[src/rtl/lm32_fifo_pkg.sv]
// Shared constants, widths and output-stage occupancy encoding for the
// lm32 first-word-fall-through FIFO.
package lm32_fifo_pkg;

   // Number of words held by a RAM with aw address bits
   function automatic int fifo_depth(input int aw);
      return 1 << aw;
   endfunction

   // Pointers carry one extra wrap bit so "all slots unfetched" stays distinct from "none"
   function automatic int ptr_width(input int aw);
      return aw + 1;
   endfunction

   // Occupancy spans 0..DEPTH inclusive
   function automatic int cnt_width(input int aw);
      return aw + 1;
   endfunction

   // Output stage holds at most two words: head and skid
   typedef enum logic [1:0] {
      OUT_EMPTY = 2'd0,
      OUT_ONE   = 2'd1,
      OUT_TWO   = 2'd2
   } occ_e;

   // One more word in the output stage
   function automatic occ_e occ_inc(input occ_e o);
      return (o == OUT_EMPTY) ? OUT_ONE : OUT_TWO;
   endfunction

   // One fewer word in the output stage
   function automatic occ_e occ_dec(input occ_e o);
      return (o == OUT_TWO) ? OUT_ONE : OUT_EMPTY;
   endfunction

endpackage

[src/rtl/lm32_fifo_mem.sv]
// Simple dual-port storage: synchronous write, registered read address,
// read data driven combinationally from the registered address. Contents
// are never reset.
module lm32_fifo_mem
   import lm32_fifo_pkg::*;
#(
   parameter int data_width = 32,
   parameter int addr_width = 4
) (
   input  logic                  clk_i,
   input  logic                  we_i,
   input  logic [addr_width-1:0] waddr_i,
   input  logic [data_width-1:0] wdata_i,
   input  logic                  re_i,
   input  logic [addr_width-1:0] raddr_i,
   output logic [data_width-1:0] rdata_o
);

   logic [data_width-1:0] mem [fifo_depth(addr_width)];
   logic [addr_width-1:0] raddr_p0;

   // Write port
   always_ff @(posedge clk_i) begin
      if (we_i) mem[waddr_i] <= wdata_i;
   end

   // Read address register; data for a read issued this cycle appears next cycle
   always_ff @(posedge clk_i) begin
      if (re_i) raddr_p0 <= raddr_i;
   end

   assign rdata_o = mem[raddr_p0];

endmodule

[src/rtl/lm32_fwft_fifo.sv]
// First-word-fall-through FIFO controller: write/fetch pointers, occupancy,
// error pulses and a two-entry output stage (head + skid) that prefetches
// from the registered-read RAM so the head word is always a register.
module lm32_fwft_fifo
   import lm32_fifo_pkg::*;
#(
   parameter int data_width = 32,
   parameter int addr_width = 4
) (
   input  logic                  clk_i,
   input  logic                  rst_n_i,
   input  logic                  flush_i,
   input  logic                  wr_en_i,
   input  logic [data_width-1:0] wr_data_i,
   output logic                  full_o,
   input  logic                  rd_en_i,
   output logic [data_width-1:0] rd_data_o,
   output logic                  empty_o,
   output logic [addr_width:0]   count_o,
   output logic                  overflow_o,
   output logic                  underflow_o
);

   localparam int PTR_W = ptr_width(addr_width);
   localparam int CNT_W = cnt_width(addr_width);
   localparam logic [CNT_W-1:0] FULL_CNT = CNT_W'(fifo_depth(addr_width));

   logic [PTR_W-1:0]      wr_ptr, fetch_ptr;
   logic [CNT_W-1:0]      count, count_nxt;
   logic                  full_q, ovf_q, unf_q;
   occ_e                  occ, occ_nxt;
   logic                  vld_p1;
   logic [data_width-1:0] head_p2, skid_p2, ram_rdata;
   logic                  push_acc, pop_acc, fetch_go, stage_room;
   logic [2:0]            lvl;

   assign push_acc = wr_en_i & ~full_q;
   assign pop_acc  = rd_en_i & (occ != OUT_EMPTY);

   // Words already committed to the output stage (held or arriving)
   assign lvl        = {1'b0, occ} + {2'b0, vld_p1};
   assign stage_room = (lvl < 3'd2) | (pop_acc & (lvl == 3'd2));
   // Extended pointers differ exactly when some written slot is still unfetched
   assign fetch_go   = (wr_ptr != fetch_ptr) & stage_room & ~flush_i;

   assign count_nxt  = count + CNT_W'(push_acc) - CNT_W'(pop_acc);

   // Output-stage occupancy after this edge: a pop leaves, an arriving fetch enters
   always_comb begin
      occ_nxt = occ;
      case ({pop_acc, vld_p1})
         2'b10:   occ_nxt = occ_dec(occ);
         2'b01:   occ_nxt = occ_inc(occ);
         default: occ_nxt = occ;
      endcase
   end

   lm32_fifo_mem #(
      .data_width (data_width),
      .addr_width (addr_width)
   ) u_mem (
      .clk_i   (clk_i),
      .we_i    (push_acc & ~flush_i),
      .waddr_i (wr_ptr[addr_width-1:0]),
      .wdata_i (wr_data_i),
      .re_i    (fetch_go),
      .raddr_i (fetch_ptr[addr_width-1:0]),
      .rdata_o (ram_rdata)
   );

   // Control state: pointers, occupancy, fetch-in-flight flag, status and error pulses
   always_ff @(posedge clk_i or negedge rst_n_i) begin
      if (!rst_n_i) begin
         wr_ptr    <= '0;
         fetch_ptr <= '0;
         count     <= '0;
         full_q    <= 1'b0;
         occ       <= OUT_EMPTY;
         vld_p1    <= 1'b0;
         ovf_q     <= 1'b0;
         unf_q     <= 1'b0;
      end else if (flush_i) begin
         wr_ptr    <= '0;
         fetch_ptr <= '0;
         count     <= '0;
         full_q    <= 1'b0;
         occ       <= OUT_EMPTY;
         vld_p1    <= 1'b0;
         ovf_q     <= 1'b0;
         unf_q     <= 1'b0;
      end else begin
         if (push_acc) wr_ptr <= wr_ptr + 1'b1;
         if (fetch_go) fetch_ptr <= fetch_ptr + 1'b1;
         count  <= count_nxt;
         full_q <= (count_nxt == FULL_CNT);
         occ    <= occ_nxt;
         vld_p1 <= fetch_go;
         ovf_q  <= wr_en_i & full_q;
         unf_q  <= rd_en_i & (occ == OUT_EMPTY);
      end
   end

   // ---- stage p2: output registers loaded from RAM data fetched in p1 ----
   // Head/skid data: pop shifts skid into head, an arriving word fills the first free slot
   always_ff @(posedge clk_i) begin
      if (pop_acc && occ == OUT_TWO) begin
         head_p2 <= skid_p2;
         if (vld_p1) skid_p2 <= ram_rdata;
      end else if (vld_p1) begin
         if (occ == OUT_EMPTY || pop_acc) head_p2 <= ram_rdata;
         else                             skid_p2 <= ram_rdata;
      end
   end

   assign rd_data_o   = head_p2;
   assign empty_o     = (occ == OUT_EMPTY);
   assign full_o      = full_q;
   assign count_o     = count;
   assign overflow_o  = ovf_q;
   assign underflow_o = unf_q;

endmodule

[config.mk]
export PLATFORM = sky130hd
export DESIGN_NAME = lm32_fwft_fifo
export DESIGN_NICKNAME = d
export VERILOG_FILES = /design/src/rtl/lm32_fifo_pkg.sv /design/src/rtl/lm32_fifo_mem.sv /design/src/rtl/lm32_fwft_fifo.sv
export SDC_FILE = /design/constraint.sdc
export NUM_CORES = 1
export LEC_CHECK = 0
export CAP_MARGIN = 15
export CORE_ASPECT_RATIO = 1.5
export CORE_MARGIN = 4
export CORE_UTILIZATION = 55
export CTS_BUF_LIST = sky130_fd_sc_hd__clkbuf_4 sky130_fd_sc_hd__clkbuf_8 sky130_fd_sc_hd__clkbuf_16
export CTS_CLUSTER_SIZE = 20
export DETAILED_ROUTE_END_ITERATION = 10
export MAX_ROUTING_LAYER = met4
export PLACE_DENSITY = 0.78
export SLEW_MARGIN = 25
export SYNTH_ARGS = -nofsm -noshare
export SYNTH_HDL_FRONTEND = slang
export SYNTH_SLANG_ARGS = --single-unit
export TNS_END_PERCENT = 1
[constraint.sdc]
create_clock -name clk_i -period 7.9 [get_ports clk_i]
set_input_delay 1.58 -clock clk_i [delete_from_list [all_inputs] [get_ports clk_i]]
set_output_delay 1.58 -clock clk_i [all_outputs]
set_load 0.01 [all_outputs]
==> metrics <==
Critical Setup Path Class in -> reg; # resized after CTS 0; Final min period around 4300 ps; Tot GR Track Use 22.17%; Clk pin slew, worst setup/hold paths around 70 ps; Reg power frac 43.6%; cts hold-fix bufs 0; clock sink count between 600 and 700; Netlist cell types between 40 and 50; H-tree lvl count 2; CTS root buf clkbuf_16; # IOs between 70 and 80; worst skew pair latency between 500 and 600 ps; Hold Violations, Final 0; GP Congestion about 0.82; max-slew violation count 0; worst reg2reg setup slack ~4700 ps; power share of the clock group 27.4%; maximum vdd drop 0.3039 mV; first-pass GRT wire length 73950 µm; Crit. Startpoint flush_i; critical path required time around 8100 ps; Cell Pwr Density approximately 340 nW/µm²; Leakage 9.103 nW; die height ~260 µm; initial antenna violation count 0; min-delay src u_mem.raddr_p0[0]; Post-synth top flop edfxtp_1; worst slew pin tran around 1100 ps; initial drt markers about 1100; remaining global-route overflow 0; CP max stage cell nor3_2; maximum clock frequency between 200 and 250 MHz; Cells after Synth 1223; slew margin rel. 27.22%; chip width 177.3 µm; post-route ant nets 0; Mapped Area 23660 µm²; max incr delay on CP between 800 and 900 ps; syn nets between 1000 and 1500; outcome finished, final reports clean; CP max FO 22; core box area ~42000 µm²; fin util between 60 and 70%; final net count about 1400; number of global-route vias before repair about 12000; pin count of the biggest net entering global routing 113; critical path arrival about 4600 ps; crit path cell chain clkdlybuf4s50_1 -> nor2_1 -> nand2_1 -> nor3_2 -> buf_4; Yosys warning count 0; fin worst setup slack roughly 3600 ps; wire per inst about 26 µm; DP Worst Slack ~3000 ps; Post-synth EDFFs slightly below 600; Clock Tree Buf Depth 3; post-synthesis sequential area ratio around 76%; diode count 0; worst hold path type reg -> reg; Worst R2R Path Depth 6; Die ar. ~46000 µm²; Via Count roughly 12000; drt first pass iters 5; clk_skew 24.99 ps; startpoint types primary input; DRC Markers 0; Initial Util about 56%; CP Capture Type register; Avg Inst Size Synth 19.34 µm²; layout cells sized above 1 about 15%; reg2reg end rd_data_o[10]; post-route setup TNS 0 ps; sw power between 2 and 3 mW; Sw Share between 20% and 30%; ys async rst share under 10%; cell internal pwr roughly 6.5 mW; RSZ-0062 raised after global routing no; DPL Wire Length between 20000 and 30000 µm; final WL around 50000 µm; area grow syn2layout 14.37%; Vias per Instance 6.138; worst setup path endpoint u_mem.mem[1][14]; # setup viols final 0; # Post-CTS Setup Buffers 0; row count 92; Synth Register Bits between 600 and 700; Max Cap Viol 0; Port Buf Inserts 77; Comb power frac ~29%; Period Utilization, post-route 54.93%; CTS Buf Count just over 50; Power, Total 9.222 mW; CTS tree yes
routing by layer:
layer,part of all wire [%],GRT usage (%),up-vias
li1,-,-,5091
met1,38,27.67,6084
met2,53,38.50,499
met3,7.3,3.295,87
met4,2.5,5.870,0
met5,0,-,-
layout by cell type, fill, tap and decap left out, drive strengths merged, types with 23 or more instances in the layout:
cell type | netlist | routed
mux2i | 193 | 193
clkdlybuf4s50 | 0 | 76
clkbuf | 20 | 60
a21o | 35 | 35
nor2 | 27 | 27
o22ai | 32 | 32
clkinv | 0 | 23
mux4 | 64 | 64
edfxtp | 580 | 580
buf | 49 | 26
nand2 | 46 | 46
a22oi | 64 | 64
final cells by class:
type / count / area (µm²)
Sequential cell: 605 / 18030
Fill cell: 2769 / 15190
Multi-Input combinational cell: 540 / 5391
Clock buffer: 60 / 1344
Timing Repair Buffer: 102 / 1202
Tap cell: 564 / 705.7
Clock inverter: 36 / 347.8
Inverter: 9 / 33.78
how the worst min path moves through the flow:
| stage | cells past startpoint | end | slack, ps |
|---|---|---|---|
| global placement | 1 | register | 440 |
| floorplan | 1 | register | 430 |
| global route | 1 | register | 490 |
| detailed placement | 1 | register | 450 |
| finish | 1 | register | 450 |
| CTS | 1 | register | 460 |
worst max-delay path: cells and delay by family:
kind                   cells  cell delay [ps]
AND/OR/NAND/NOR            3             1690
buffers and inverters      2             1270
metrics by stage:
| stage | cells | hold WS [ps] | cell area [µm²] |
|---|---|---|---|
| after floorplan | 1223 | 425.1 | 23660 |
| after global placement | 1806 | 435.0 | 25030 |
| after detailed placement | 1817 | 450.3 | 25290 |
| after CTS | 1913 | 459.4 | 26980 |
| after global routing | 1916 | 486.3 | 27060 |
| final | 1916 | 450.2 | 27060 |
cells in the mapped netlist (9+ instances only):
master      n  area (µm²)
o22ai_1    32       200.2
mux4_2     64        1441
ha_1       12       150.1
nor2_1     25       93.84
buf_2      38       190.2
dfrtp_1    21       525.5
a21o_1     35       262.8
nand2_1    46       172.7
edfxtp_1  580       17420
inv_1       9       33.78
mux2i_1   193        1932
a22oi_1    64       480.5
clkbuf_1   20       75.07
registers in the layout, summed over array words and instances (netlist names), named ones only:
| register | flops |
|---|---|
| occ | 2 |
| count_o | 5 |
| u_mem.mem | 512 |
| skid_p2 | 32 |
| rd_data_o | 32 |
| underflow_o | 1 |
| overflow_o | 1 |
| wr_ptr | 5 |
| fetch_ptr | 5 |
| vld_p1 | 1 |
| u_mem.raddr_p0 | 4 |
| full_o | 1 |
cell families after synthesis:
| kind of cell | Yosys count | share of synthesized area [%] |
|---|---|---|
| adder cells (fa/ha/maj) | 13 | 0.7193 |
| multiplexers | 262 | 14.50 |
| AO/OA/AOI/OAI | 148 | 4.448 |
| AND/OR/NAND/NOR | 105 | 1.999 |
| buffers and inverters | 78 | 1.713 |
| XOR/XNOR | 12 | 0.4443 |
| flip-flops | 605 | 76.18 |
power by group through the flow:
stage	combinational (mW)	sequential, mW	clock [mW]
after floorplan	1.86	4.03	0
after global placement	2.53	4.09	0
after detailed placement	2.63	4.09	0
after CTS	2.67	4.03	2.57
after global routing	2.86	4.05	2.70
final	2.67	4.03	2.53
(Power assumes the default switching activity.)
